File: config.mk
export PLATFORM = sky130hd
export DESIGN_NAME = gamma_ctrl
export DESIGN_NICKNAME = d
export VERILOG_FILES = /design/src/rtl/gamma_ctrl.sv
export SDC_FILE = /design/constraint.sdc
export NUM_CORES = 1
export LEC_CHECK = 0
export CAP_MARGIN = 10
export CORE_ASPECT_RATIO = 0.5
export CORE_MARGIN = 3
export CORE_UTILIZATION = 52
export DETAILED_ROUTE_END_ITERATION = 10
export PLACE_DENSITY_LB_ADDON = 0.12
export RECOVER_POWER = 100
export SLEW_MARGIN = 25
export SYNTH_ARGS = -nofsm -noshare
export SYNTH_HDL_FRONTEND = slang
export SYNTH_SLANG_ARGS = --single-unit
export TNS_END_PERCENT = 100
File: constraint.sdc
create_clock -name aclk -period 5.4 [get_ports aclk]
set_clock_uncertainty 0.2 [all_clocks]
set_input_delay 0.54 -clock aclk [delete_from_list [all_inputs] [get_ports aclk]]
set_output_delay 0.54 -clock aclk [all_outputs]
set_load 0.02 [all_outputs]
File: src/rtl/gamma_ctrl.sv
// gamma_ctrl: gamma-cycle sequencer issuing grst boundaries, boundary-aligned clears and an input-launch window
module gamma_ctrl #(
  parameter int GAMMA_CYCLE_WIDTH = 16,
  parameter int PULSE_WIDTH       = 4,
  parameter int NUM_MEM           = 4
) (
  input  logic                                 aclk,
  input  logic                                 rst,
  input  logic                                 start,
  input  logic                                 stop,
  input  logic [NUM_MEM-1:0]                   clr_req,
  output logic                                 grst,
  output logic [$clog2(GAMMA_CYCLE_WIDTH)-1:0] gamma_phase,
  output logic [15:0]                          gamma_count,
  output logic                                 in_window,
  output logic [NUM_MEM-1:0]                   mem_rst,
  output logic [NUM_MEM-1:0]                   clr_ack,
  output logic                                 busy
);
  localparam int phw = $clog2(GAMMA_CYCLE_WIDTH);
  localparam logic [phw-1:0] c_last = phw'(GAMMA_CYCLE_WIDTH - 1);
  localparam logic [phw-1:0] c_win_hi = phw'(GAMMA_CYCLE_WIDTH - 1 - PULSE_WIDTH);
  typedef enum logic [1:0] {IDLE, RUN, STOPPING} state_t;
  state_t               r_state, w_next;
  logic [phw-1:0]       r_phase, w_phase_nxt;
  logic                 r_grst;
  logic [15:0]          r_count;
  logic [NUM_MEM-1:0]   r_mem_rst, r_pending;
  logic                 w_boundary, w_launch;
  assign w_boundary = (r_state != IDLE) && (r_phase == c_last);
  assign w_launch   = (r_state == IDLE) && start;
  // State register; STOPPING lingers through the final grst cycle (phase 0) so busy covers it
  always_ff @(posedge aclk or posedge rst)
    if (rst) r_state <= IDLE;
    else     r_state <= w_next;
  // Next-state: start only acts in IDLE, stop only in RUN, STOPPING exits after its last boundary
  always_comb begin
    w_next = (r_state == IDLE) ? (start ? RUN : IDLE) :
             (r_state == RUN)  ? (stop ? STOPPING : RUN) :
             ((r_phase == '0) ? IDLE : STOPPING);
    w_phase_nxt = (r_state == IDLE || w_next == IDLE || r_phase == c_last) ? '0 : r_phase + phw'(1);
  end
  // Outputs decoded from registered state and phase
  always_comb begin
    busy      = r_state != IDLE;
    in_window = (r_state == RUN) && (r_phase != '0) && (r_phase <= c_win_hi);
  end
  // Phase, boundary pulse, gamma count and clear arbitration
  always_ff @(posedge aclk or posedge rst)
    if (rst) begin
      r_phase   <= '0;
      r_grst    <= 1'b0;
      r_count   <= '0;
      r_mem_rst <= '0;
      r_pending <= '0;
    end else begin
      r_phase   <= w_phase_nxt;
      r_grst    <= w_launch | w_boundary;
      r_count   <= w_launch ? 16'd0 : (w_boundary && r_count != 16'hFFFF) ? r_count + 16'd1 : r_count;
      r_mem_rst <= w_boundary ? (r_pending | clr_req) : '0;
      r_pending <= w_boundary ? '0 : (r_pending | clr_req);
    end
  assign grst        = r_grst;
  assign gamma_phase = r_phase;
  assign gamma_count = r_count;
  assign mem_rst     = r_mem_rst;
  assign clr_ack     = r_mem_rst;
endmodule

# Yosys cells after proc, flatten, opt, wreduce, memory -nomap -nowiden
# Index checks and enable logic that the tools add are counted.
# totals
reg_bits	31
output_inout_bits	31
# classes
n_eq_ne	3
n_lt_le_gt_ge	1
bitwise	2
n_reduce_logical	13
n_mux	10
n_addsub	2
# op_table
cell	count
16-bit 2-to-1 mux	2
16-bit by 1-bit adder with 16-bit output, second input constant	1
16-bit inequality test, second input constant	1
4-bit 2-to-1 mux	3
2-bit 2-to-1 mux	4
1-bit logical AND	5
4-bit by 1-bit adder with 4-bit output, second input constant	1
4-bit equality test, second input constant	1
4-bit less-or-equal comparator, second input constant	1
2-bit logical NOT	2
4-bit logical NOT	1
4-bit bitwise OR	1
2-bit nonzero test	2
4-bit nonzero test	1
2-bit by 1-bit equality test with 1-bit output, second input constant	1
1-bit logical OR	2
1-bit 2-to-1 mux	1
1-bit bitwise OR	1

# Logic depth before layout (Yosys ltp)
# logic_depth
ltp_word	8
mapped_depth	6

# Least setup slack after synthesis
# OpenSTA, ideal clock, no wires.
# synth_timing
path_kind	reg-to-output
start	register r_phase[0] (netlist: gamma_phase[0])
end	output in_window
n_path_buf	0
t_arrival_ns	1.956
path_slack_ns	2.704
stages_incl_launch_ff	5
path_cell_list	dfrtp_1 > inv_1 > ha_1 > nor3b_1 > a2111oi_0
# synth_between
elab_chain_cells	3
word_cells_on_any_way	4
classes_between	order compare (1); reduce/logical (3)
# synth_lines
item	line	source
start: declaration	25	logic [phw-1:0] r_phase, w_phase_nxt;
start signal: assignment	57	r_phase <= w_phase_nxt;
parallel branches: the longest is 2 deep, another holds 4-bit less-or-equal comparator	n/a	
1-bit logical AND (*)	46	in_window = (r_state == RUN) && (r_phase != '0) && (r_phase <= c_win_hi);
end: declaration	15	output logic in_window,
# Mark *: on every way between the ends.

# Final worst setup path
# layout_timing
start	register r_count[0] (netlist: gamma_count[0])
end	register r_count[7] (netlist: gamma_count[7])
# layout_between
elab_chain_cells	3
word_cells_on_any_way	6
classes_between	add/sub (1); eq/ne (1); mux (2); reduce/logical (2)
# layout_lines
item	line	source
start: declaration	27	logic [15:0] r_count;
start signal: assignment	59	r_count <= w_launch ? 16'd0 : (w_boundary && r_count != 16'hFFFF) ? r_count + 16'd1 : r_count;
16-bit by 1-bit adder with 16-bit output or 16-bit inequality test (tied branches)	59	
16-bit 2-to-1 mux or 1-bit logical AND (tied branches)	59	
16-bit 2-to-1 mux or 2-bit nonzero test (tied branches)	n/a	
# Parallel ways exist; a longest one is shown, timed or not. The select of a mux whose other input is x is not followed.
# A chain may end at the register's enable or synchronous reset.

==> impl_metrics.json <==
{
  "die-width_um": 83.8,
  "synth_top_cell_area_share_pct": 49.3,
  "nets": 206,
  "r2r_start": "gamma_count[0]",
  "worstPathRequired_ns": 5.40,
  "period_needed_ns": 3.16,
  "viasPerCell": 5.67,
  "cts_buffer_depth": 2,
  "synth.distinct_cells": 36,
  "synthArstFlopShare_pct": 100,
  "grt_max_degree": 32,
  "syn-num-nets": 169,
  "syn2layout_area_growth_pct": 25.8,
  "setup_tns_ns": 0,
  "critical_path_class": "reg2reg",
  "whs_endpoint": "clr_ack[0]",
  "cap_violations": 2,
  "power_density_nw_per_um2": 300,
  "coreArea_um2": 2730,
  "h-tree-depth": 2,
  "hold_path_class": "reg2reg",
  "fin_crit_sh_pct": 58.5,
  "wl_mm": 3.50,
  "syn-mean-instance-area_um2": 9.95,
  "worst_slew_pin_slew_ns": 1.90,
  "wl_per_cell_um": 15.1,
  "cts_hold_buf": 0,
  "hold_violations": 0,
  "critPathCaptureType": "flop",
  "hold_path_depth": 2,
  "drc": 0,
  "firstDrtPassIters": 4,
  "setup_viol": 0,
  "vias": 1310,
  "antenna_found_initial": 0,
  "postCtsSetupRepairBufs": 0,
  "path_max_fanout": 15,
  "die_area_um2": 3760,
  "ctsResizeCount": 0,
  "max_slew_margin_pct": -27.7,
  "std_cell_rows": 13,
  "gp_congestion": 0.745,
  "critPathArrivalTime_ns": 3.16,
  "drive_gt1_share_pct": 6.70,
  "cts_tree": "built",
  "yosys_warnings": 0,
  "synth_flop_cell": "dfrtp_1",
  "ios": 39,
  "finalPower_uw": 593,
  "yosys-top-cells-area": "dfrtp_1 49%, nor2_1 4.3%, o31ai_1 3.8%",
  "clock-sinks": 31,
  "synth-edff-count": 0,
  "place_hpwl_mm": 2.43,
  "postRouteAntennaNets": 0,
  "hold_start": "r_pending[0]",
  "cts-root-buf": "clkbuf_8",
  "status": "complete, but fails checks",
  "clock_latency_ns": 0.28,
  "rsz0062_at_grt": "false",
  "die_h_um": 44.9,
  "grt_pass1_wl_mm": 5.80,
  "synth_top_area_cell": "dfrtp_1",
  "crit_path_start_kind": "flop",
  "peakVddDrop_mv": 0.226,
  "drv_slew": 48,
  "clk_pin_slew_worst_paths_ns": 0.06,
  "start_util_pct": 57.6,
  "num_antenna_cells": 0,
  "ys_ff_latch": 31,
  "fmax_ghz": 0.316,
  "drt_iter0_markers": 83,
  "ff2ff_setup_slack_ns": 2.24,
  "ys_seq_area_share_pct": 49.3,
  "final_cell_mix": "33 x dlygate4sd3_1, 31 x dfrtp_1, 18 x nor2_1",
  "synthCells": 158,
  "violations": "max-capacitance violations, max-slew violations",
  "layout_commonest_cell": "dlygate4sd3_1",
  "p_leak_nw": 0.892,
  "numCtsBuffers": 5,
  "io_buffers": 38,
  "rr_worst_depth": 5,
  "syn_area_um2": 1570,
  "grt_pass1_vias": 1268,
  "track_usage_pct": 20.2,
  "overflow": 0,
  "regToRegEndpoint": "gamma_count[7]"
}
[metrics by stage]
stage	setup slack, ns	cell area (um2)	cells	util [%]	hold WS [ns]
after CTS	2.55	2010	231	73.7	0.276
after floorplan	2.70	1570	158	-	0.247
after global placement	2.93	1940	225	71.0	0.254
final	2.24	1980	231	72.4	0.276
after global routing	2.04	1980	231	72.4	0.313
after detailed placement	2.89	1940	225	71.0	0.263
[worst max-delay path, stage by stage (launching register included)]
cell and delay (ns):
dfrtp_1 0.41, ha_1 0.24, nand4_1 0.14, nor4_1 1.55, o21ai_0 0.32, a21oi_1 0.23
[sequential cells by signal (all words and copies together), names as in the netlist]
| register | count |
|---|---|
| grst | 1 |
| r_state | 2 |
| r_pending | 4 |
| gamma_phase | 4 |
| clr_ack | 4 |
| gamma_count | 16 |
[cell usage after synthesis (3+ instances only)]
cell	instances
o31ai_1	8
mux2i_1	4
nand3_1	8
buf_4	4
ha_1	3
inv_1	9
o21ai_0	5
dfrtp_1	31
nor2_1	18
or4_1	6
a21oi_1	9
nor3_1	3
nand2_1	12
nand4_1	5
or3_1	3
o211ai_1	3
[cell type report]
| type | instances | area (um2) |
|---|---|---|
| Sequential cell | 31 | 776 |
| Fill cell | 214 | 754 |
| Multi-Input combinational cell | 109 | 666 |
| Timing Repair Buffer | 39 | 384 |
| Clock buffer | 6 | 72.6 |
| Tap cell | 37 | 46.3 |
| Inverter | 9 | 33.8 |
[power by group]
group / total [mW] / leakage (nW) / switching, mW / internal (mW)
registers: 0.275 / 0.406 / 0.0237 / 0.251
logic: 0.154 / 0.449 / 0.0920 / 0.0621
clock network: 0.164 / 0.0371 / 0.0785 / 0.0856
total: 0.593 / 0.892 / 0.194 / 0.399
[metal layers]
| metal | share of wire, % | vias up | track usage, % |
|---|---|---|---|
| met1 | 44 | 628 | 23.7 |
| met5 | 0 | - | 0 |
| met2 | 48 | 33 | 36.5 |
| li1 | - | 644 | - |
| met4 | 1.2 | 0 | 7.05 |
| met3 | 6.0 | 5 | 6.19 |
[cells by family (layout without fill, tap and decap cells)]
family / count (synthesis) / in the layout / synth area share [%]
buffers and inverters: 18 / 54 / 6.36
xor gates and xnor gates: 1 / 1 / 0.557
muxes: 4 / 4 / 2.55
DFF: 31 / 31 / 49.3
AOI/OAI and AO/OA: 32 / 32 / 13.2
and+or+nand+nor: 69 / 69 / 25.6
adders and majority gates: 3 / 3 / 2.39
[worst max-delay path by stage]
stage                   start              to  slack [ns]  depth (start not counted)
3_3_place_gp   gamma_phase[0]       in_window        2.93                          5
3_5_place_dp   gamma_phase[0]       in_window        2.89                          5
4_1_cts        gamma_phase[0]       in_window        2.55                          5
2_1_floorplan  gamma_phase[0]       in_window        2.70                          4
5_1_grt        gamma_count[0]  gamma_count[7]        2.04                          5
6_report       gamma_count[0]  gamma_count[7]        2.24                          5
(Power assumes the default switching activity.)
